## config.mk

```make
export PLATFORM = sky130hd
export DESIGN_NAME = instr_fetch_flat
export DESIGN_NICKNAME = d
export VERILOG_FILES = /design/src/rtl/instr_fetch_if.sv /design/src/rtl/instr_fetch.sv /design/src/flat_wrapper.sv
export SDC_FILE = /design/constraint.sdc
export NUM_CORES = 1
export LEC_CHECK = 0
export CORE_MARGIN = 2
export CORE_UTILIZATION = 52
export CTS_BUF_LIST = sky130_fd_sc_hd__clkbuf_4
export DETAILED_ROUTE_END_ITERATION = 16
export HOLD_SLACK_MARGIN = 0.12
export PLACE_DENSITY = 0.82
export SYNTH_ARGS = -nofsm -noshare
export SYNTH_HDL_FRONTEND = slang
export SYNTH_SLANG_ARGS = --single-unit
export TNS_END_PERCENT = 1
```

## constraint.sdc

```tcl
create_clock -name i_clk -period 7.2 [get_ports i_clk]
set_clock_uncertainty 0.15 [all_clocks]
set_input_delay 1.8 -clock i_clk [delete_from_list [all_inputs] [get_ports i_clk]]
set_output_delay 1.8 -clock i_clk [all_outputs]
set_load 0.005 [all_outputs]
```

## src/rtl/instr_fetch_if.sv

```systemverilog
// Fetch-stage bus bundle: instruction-memory port, redirect input and decode handshake.
// master is the fetch stage; slave is the memory/decode/branch side.
interface instr_fetch_if #(
  parameter int unsigned PC_W = 8
);
  logic            imem_req;
  logic [PC_W-1:0] imem_addr;
  logic [15:0]     imem_rdata;
  logic            imem_valid;
  logic            redirect;
  logic [PC_W-1:0] redirect_pc;
  logic            instr_valid;
  logic            instr_ready;
  logic [15:0]     instr;
  logic [PC_W-1:0] instr_pc;

  modport master (
    output imem_req, imem_addr,
    input  imem_rdata, imem_valid,
    input  redirect, redirect_pc,
    output instr_valid, instr, instr_pc,
    input  instr_ready
  );

  modport slave (
    input  imem_req, imem_addr,
    output imem_rdata, imem_valid,
    output redirect, redirect_pc,
    input  instr_valid, instr, instr_pc,
    output instr_ready
  );
endinterface

```

## src/rtl/instr_fetch.sv

```systemverilog
// Instruction fetch: PC, single-outstanding imem reads, small instruction FIFO to decode,
// branch redirect that flushes buffered and in-flight instructions.
module instr_fetch #(
  parameter int unsigned    PC_W     = 8,
  parameter logic [PC_W-1:0] RESET_PC = '0,
  parameter int unsigned    DEPTH    = 2
) (
  input  logic            i_clk,
  input  logic            i_rst,
  instr_fetch_if.master   bus
);
  localparam int unsigned PTR_W = (DEPTH > 2) ? 2 : 1;
  localparam int unsigned CNT_W = PTR_W + 1;

  localparam logic [1:0] S_FETCH = 2'd0;
  localparam logic [1:0] S_WAIT  = 2'd1;
  localparam logic [1:0] S_DRAIN = 2'd2;

  logic [1:0]       r_state;
  logic [1:0]       w_state_nxt;
  logic [PC_W-1:0]  r_fetch_pc;
  logic [PC_W-1:0]  r_req_pc;
  logic [PC_W-1:0]  r_buf_pc    [DEPTH];
  logic [15:0]      r_buf_instr [DEPTH];
  logic [PTR_W-1:0] r_rd_ptr;
  logic [PTR_W-1:0] r_wr_ptr;
  logic [CNT_W-1:0] r_count;
  logic             w_req;
  logic             w_enq;
  logic             w_deq;
  logic             w_instr_valid;

  assign w_instr_valid = (r_count != '0);
  assign w_deq         = w_instr_valid && bus.instr_ready;
  assign w_req         = (r_state == S_FETCH) && (r_count < CNT_W'(DEPTH))
                         && !bus.redirect && !i_rst;

  // Next state; a redirect turns an outstanding kept response into one to discard.
  always_comb begin
    w_state_nxt = r_state;
    w_enq       = 1'b0;
    case (r_state)
      S_FETCH: if (w_req) w_state_nxt = S_WAIT;
      S_WAIT: begin
        if (bus.imem_valid) begin
          w_state_nxt = S_FETCH;
          w_enq       = !bus.redirect;
        end else if (bus.redirect) begin
          w_state_nxt = S_DRAIN;
        end
      end
      S_DRAIN: if (bus.imem_valid) w_state_nxt = S_FETCH;
      default: w_state_nxt = S_FETCH;
    endcase
  end

  always_ff @(posedge i_clk) begin
    if (i_rst) begin
      r_state    <= S_FETCH;
      r_fetch_pc <= RESET_PC;
      r_req_pc   <= RESET_PC;
      r_rd_ptr   <= '0;
      r_wr_ptr   <= '0;
      r_count    <= '0;
    end else begin
      r_state <= w_state_nxt;
      if (bus.redirect) begin
        r_fetch_pc <= bus.redirect_pc;
        r_rd_ptr   <= '0;
        r_wr_ptr   <= '0;
        r_count    <= '0;
      end else begin
        if (w_req) begin
          r_req_pc   <= r_fetch_pc;
          r_fetch_pc <= r_fetch_pc + PC_W'(1);
        end
        if (w_enq) r_wr_ptr <= r_wr_ptr + PTR_W'(1);
        if (w_deq) r_rd_ptr <= r_rd_ptr + PTR_W'(1);
        if (w_enq && !w_deq)      r_count <= r_count + CNT_W'(1);
        else if (!w_enq && w_deq) r_count <= r_count - CNT_W'(1);
      end
    end
  end

  // Buffer storage needs no reset; count qualifies every entry.
  always_ff @(posedge i_clk) begin
    if (w_enq && !i_rst) begin
      r_buf_pc[r_wr_ptr]    <= r_req_pc;
      r_buf_instr[r_wr_ptr] <= bus.imem_rdata;
    end
  end

  assign bus.imem_req    = w_req;
  assign bus.imem_addr   = r_fetch_pc;
  assign bus.instr_valid = w_instr_valid;
  assign bus.instr       = w_instr_valid ? r_buf_instr[r_rd_ptr] : 16'hF000;
  assign bus.instr_pc    = w_instr_valid ? r_buf_pc[r_rd_ptr] : '0;
endmodule

```

## src/flat_wrapper.sv

```systemverilog
// flat-port wrapper written by rule: the top's interface ports become plain ports
module instr_fetch_flat 
#(
  parameter int unsigned    PC_W     = 8,
  parameter logic [PC_W-1:0] RESET_PC = '0,
  parameter int unsigned    DEPTH    = 2
)
  (i_clk, i_rst, bus_imem_req, bus_imem_addr, bus_imem_rdata, bus_imem_valid, bus_redirect, bus_redirect_pc, bus_instr_valid, bus_instr, bus_instr_pc, bus_instr_ready);
  instr_fetch_if #(.PC_W(PC_W)) bus_i ();
  input  logic i_clk;
  input  logic i_rst;
  output wire logic [$bits(bus_i.imem_req)-1:0] bus_imem_req;
  output wire logic [$bits(bus_i.imem_addr)-1:0] bus_imem_addr;
  input wire logic [$bits(bus_i.imem_rdata)-1:0] bus_imem_rdata;
  input wire logic [$bits(bus_i.imem_valid)-1:0] bus_imem_valid;
  input wire logic [$bits(bus_i.redirect)-1:0] bus_redirect;
  input wire logic [$bits(bus_i.redirect_pc)-1:0] bus_redirect_pc;
  output wire logic [$bits(bus_i.instr_valid)-1:0] bus_instr_valid;
  output wire logic [$bits(bus_i.instr)-1:0] bus_instr;
  output wire logic [$bits(bus_i.instr_pc)-1:0] bus_instr_pc;
  input wire logic [$bits(bus_i.instr_ready)-1:0] bus_instr_ready;
  assign bus_imem_req = bus_i.imem_req;
  assign bus_imem_addr = bus_i.imem_addr;
  assign bus_i.imem_rdata = bus_imem_rdata;
  assign bus_i.imem_valid = bus_imem_valid;
  assign bus_i.redirect = bus_redirect;
  assign bus_i.redirect_pc = bus_redirect_pc;
  assign bus_instr_valid = bus_i.instr_valid;
  assign bus_instr = bus_i.instr;
  assign bus_instr_pc = bus_i.instr_pc;
  assign bus_i.instr_ready = bus_instr_ready;
  instr_fetch #(.PC_W(PC_W), .RESET_PC(RESET_PC), .DEPTH(DEPTH)) u_core (.i_clk(i_clk), .i_rst(i_rst), .bus(bus_i));
endmodule
```

==> flow_metrics.py <==
metrics = {
    "cts": {
        "clkSlewWorstSetupHoldPaths_ns": 0.10,
        "cts_tree": "yes",
        "cts_sinks": 71,
        "h-tree-depth": 3,
        "cts_buffer_depth": 2,
        "post_cts_buffers": 0,
        "clk_latency_ns": 0.39,
        "cts_resized": 0,
        "hold_buffers": 0,
        "cts_buffers": 9,
        "cts-root-buf": "clkbuf_4",
    },
    "worst_setup_path": {
        "crit_buf_inv": 2,
        "cp-start-kind": "primary input",
        "cp_top_family": "buffers and inverters",
        "crit_path_end_kind": "output pin",
        "crit_fanout": 20,
        "cp.arrival_ns": 3.77,
        "crit_required_ns": 5.25,
        "regToRegStartpoint": "u_core.r_state[1]",
        "slowest_stage": "clkdlybuf4s50_1",
        "path_common_cell": "clkdlybuf4s50_1",
        "crit_chain": "clkdlybuf4s50_1 -> or2_2 -> nor2_1 -> clkdlybuf4s50_1",
        "regToRegSetupSlack_ns": 5.27,
        "reg2reg_to": "u_core.bus.imem_addr[7]",
        "critPathKind": "primary input to output pin",
        "r2r_cells": 3,
        "max_stage_delay_ns": 0.72,
    },
    "synth": {
        "syn_inst": 231,
        "yosys-top-cells-area": "edfxtp_1 50%, dfxtp_1 16%, mux2i_1 8.7%",
        "synthDistinctLibCells": 37,
        "ys_warn_count": 0,
        "synth_seq_area_share_pct": 65.92,
        "synth_fp_nets": 262,
        "ys_ff_latch": 71,
        "synthDominantCellAreaShare_pct": 49.96,
        "synth_top_area_cell": "edfxtp_1",
        "synth_area_um2": 2885,
        "synth_area_per_cell_um2": 12.49,
    },
    "timing": {
        "hold_viol": 0,
        "worstMarginPinSlew_ns": 0.6271,
        "rsz0062_at_grt": "no",
        "fmax_mhz": 175.0,
        "slew_headroom_pct": 57.96,
        "post-route-min-period_ns": 5.715,
        "setup_violations": 0,
        "finalCritPeriodShare_pct": 79.38,
        "slew_viol_final": 0,
        "setup_tns_ns": 0,
    },
    "power": {
        "vdd_drop_max_mv": 0.1017,
        "p_per_area_nw_per_um2": 210.3,
        "p_leak_nw": 1.197,
        "power_mw": 0.7841,
    },
    "floorplan": {
        "initial_core_util_pct": 53.05,
        "core_area_um2": 5439,
        "io_pins": 63,
        "dieHeight_um": 78.49,
        "die_area_um2": 6161,
        "rows": 27,
        "die_w_um": 78.49,
    },
    "placement": {
        "portBuffers": 62,
        "gp_congestion": 0.7532,
        "hpwl_mm": 3.408,
    },
    "global_route": {
        "grt_pass1_vias": 1884,
        "grt_max_degree": 25,
        "antenna_found_initial": 0,
        "grt.overflow.total": 0,
        "grt_pass1_wl_mm": 8.611,
        "grt_usage_pct": 18.50,
    },
    "routing": {
        "routed_wl_mm": 5.179,
        "antenna_left": 0,
        "drt_iter0_markers": 120,
        "dr.pass1.iters": 4,
        "via_per_inst": 5.442,
        "via_count": 2019,
        "drcViolationCount": 0,
        "routedWlPerCell_um": 13.96,
    },
    "final_layout": {
        "area_delta_synth_final_pct": 29.23,
        "regArea_um2": 1902,
        "multi_input_area_um2": 909.6,
        "nets": 325,
        "final_cell_mix": "62 x clkdlybuf4s50_1, 48 x edfxtp_1, 34 x nor2_1",
        "layout_commonest_cell": "clkdlybuf4s50_1",
        "drive_gt1_share_pct": 8.361,
        "n_antenna_cell": 0,
        "nFillCells": 407,
    },
    "hold_path": {
        "min_from": "u_core.r_req_pc[2]",
        "hold_path_depth": 0,
        "hold_end": "u_core.r_buf_pc[1][2]",
        "hp-class": "flip-flop to flip-flop",
    },
    "flow_run": {
        "drv_cap": 0,
    },
    "status": {
        "status": "completed",
    },
}
==> synthesized netlist by cell type <==
master     instances
nor3b_1            1
a21oi_1           10
nor3_2             1
ha_1               2
a2111oi_1          1
a211oi_1           1
o31ai_1            2
or4_1              2
edfxtp_1          48
o21ai_0           13
a31oi_1            1
dfxtp_1           23
nor3_1             2
nor2_1            34
mux2i_1           25
xnor2_1            1
or2_2              1
clkbuf_1           8
buf_2              3
or3_4              1
or3_1              4
xor2_1             3
nand2_1            9
nand3_1           10
buf_1              1
nor4_1             3
nand4_1            1
a311oi_1           4
nand2b_1           2
o21bai_1           1
o211ai_1           1
and2b_1            1
buf_6              2
nor2b_1            2
inv_1              4
o41a_1             1
nor4b_1            2
==> power by group <==
| part | internal (mW) | switching [mW] | total, mW |
|---|---|---|---|
| registers | 0.441 | 0.00790 | 0.449 |
| clock network | 0.144 | 0.128 | 0.272 |
| logic | 0.0361 | 0.0272 | 0.0633 |
==> per-layer routing <==
metal	vias to the layer above	global-route usage, %	part of all wire [%]
li1	978	-	-
met1	961	21.98	43
met2	76	30.34	49
met3	4	6.897	6.5
met4	0	7.719	0.87
met5	-	0	0
==> logic make-up (layout without fill, tap and decap cells) <==
kind of cell / after synthesis / after routing / synth area share [%]
adders and majority gates: 2 / 2 / 0.8672
and+or+nand+nor: 76 / 76 / 12.88
buffers and inverters: 18 / 86 / 2.992
DFF: 71 / 71 / 65.91
muxes: 25 / 25 / 8.673
xor gates and xnor gates: 4 / 4 / 1.214
AOI/OAI and AO/OA: 35 / 35 / 7.459
==> through the flow <==
stage               area (um^2)  utilization (%)  setup WS [ns]  cells  hold WS, ns
floorplan                  2885                -          1.571    231       0.2692
global placement           3567            65.59          1.513    355       0.2792
detailed placement         3567            65.59          1.500    355       0.2887
CTS                        3729            68.55          1.483    371       0.3141
global route               3729            68.55          1.293    371       0.3391
finish                     3729            68.55          1.485    371       0.3131
==> area by class of cell <==
type / count / area share, %
Sequential cell: 71 / 51.01
Multi-Input combinational cell: 142 / 24.40
Timing Repair Buffer: 66 / 17.45
Tap cell: 72 / 2.416
Clock inverter: 6 / 2.315
Clock buffer: 10 / 2.013
Inverter: 4 / 0.4027
==> registers in the layout, indices dropped and copies added, names as in the netlist, named ones only <==
signal                flops
u_core.r_count            2
u_core.r_buf_instr       32
u_core.r_wr_ptr           1
u_core.r_req_pc           8
u_core.r_buf_pc          16
u_core.r_rd_ptr           1
u_core.r_state            2
u_core.bus.imem_addr      8
==> worst max-delay path by stage <==
stage                                     to  slack (ns)    startpoint  cells past startpoint
global route                    bus_imem_req        1.29         i_rst                      4
global placement                bus_imem_req        1.51         i_rst                      4
finish                          bus_imem_req        1.48         i_rst                      4
CTS                             bus_imem_req        1.48         i_rst                      4
detailed placement              bus_imem_req        1.50         i_rst                      4
floorplan           u_core.r_buf_instr[1][0]        1.57  bus_redirect                      4
(Power assumes the default switching activity.)
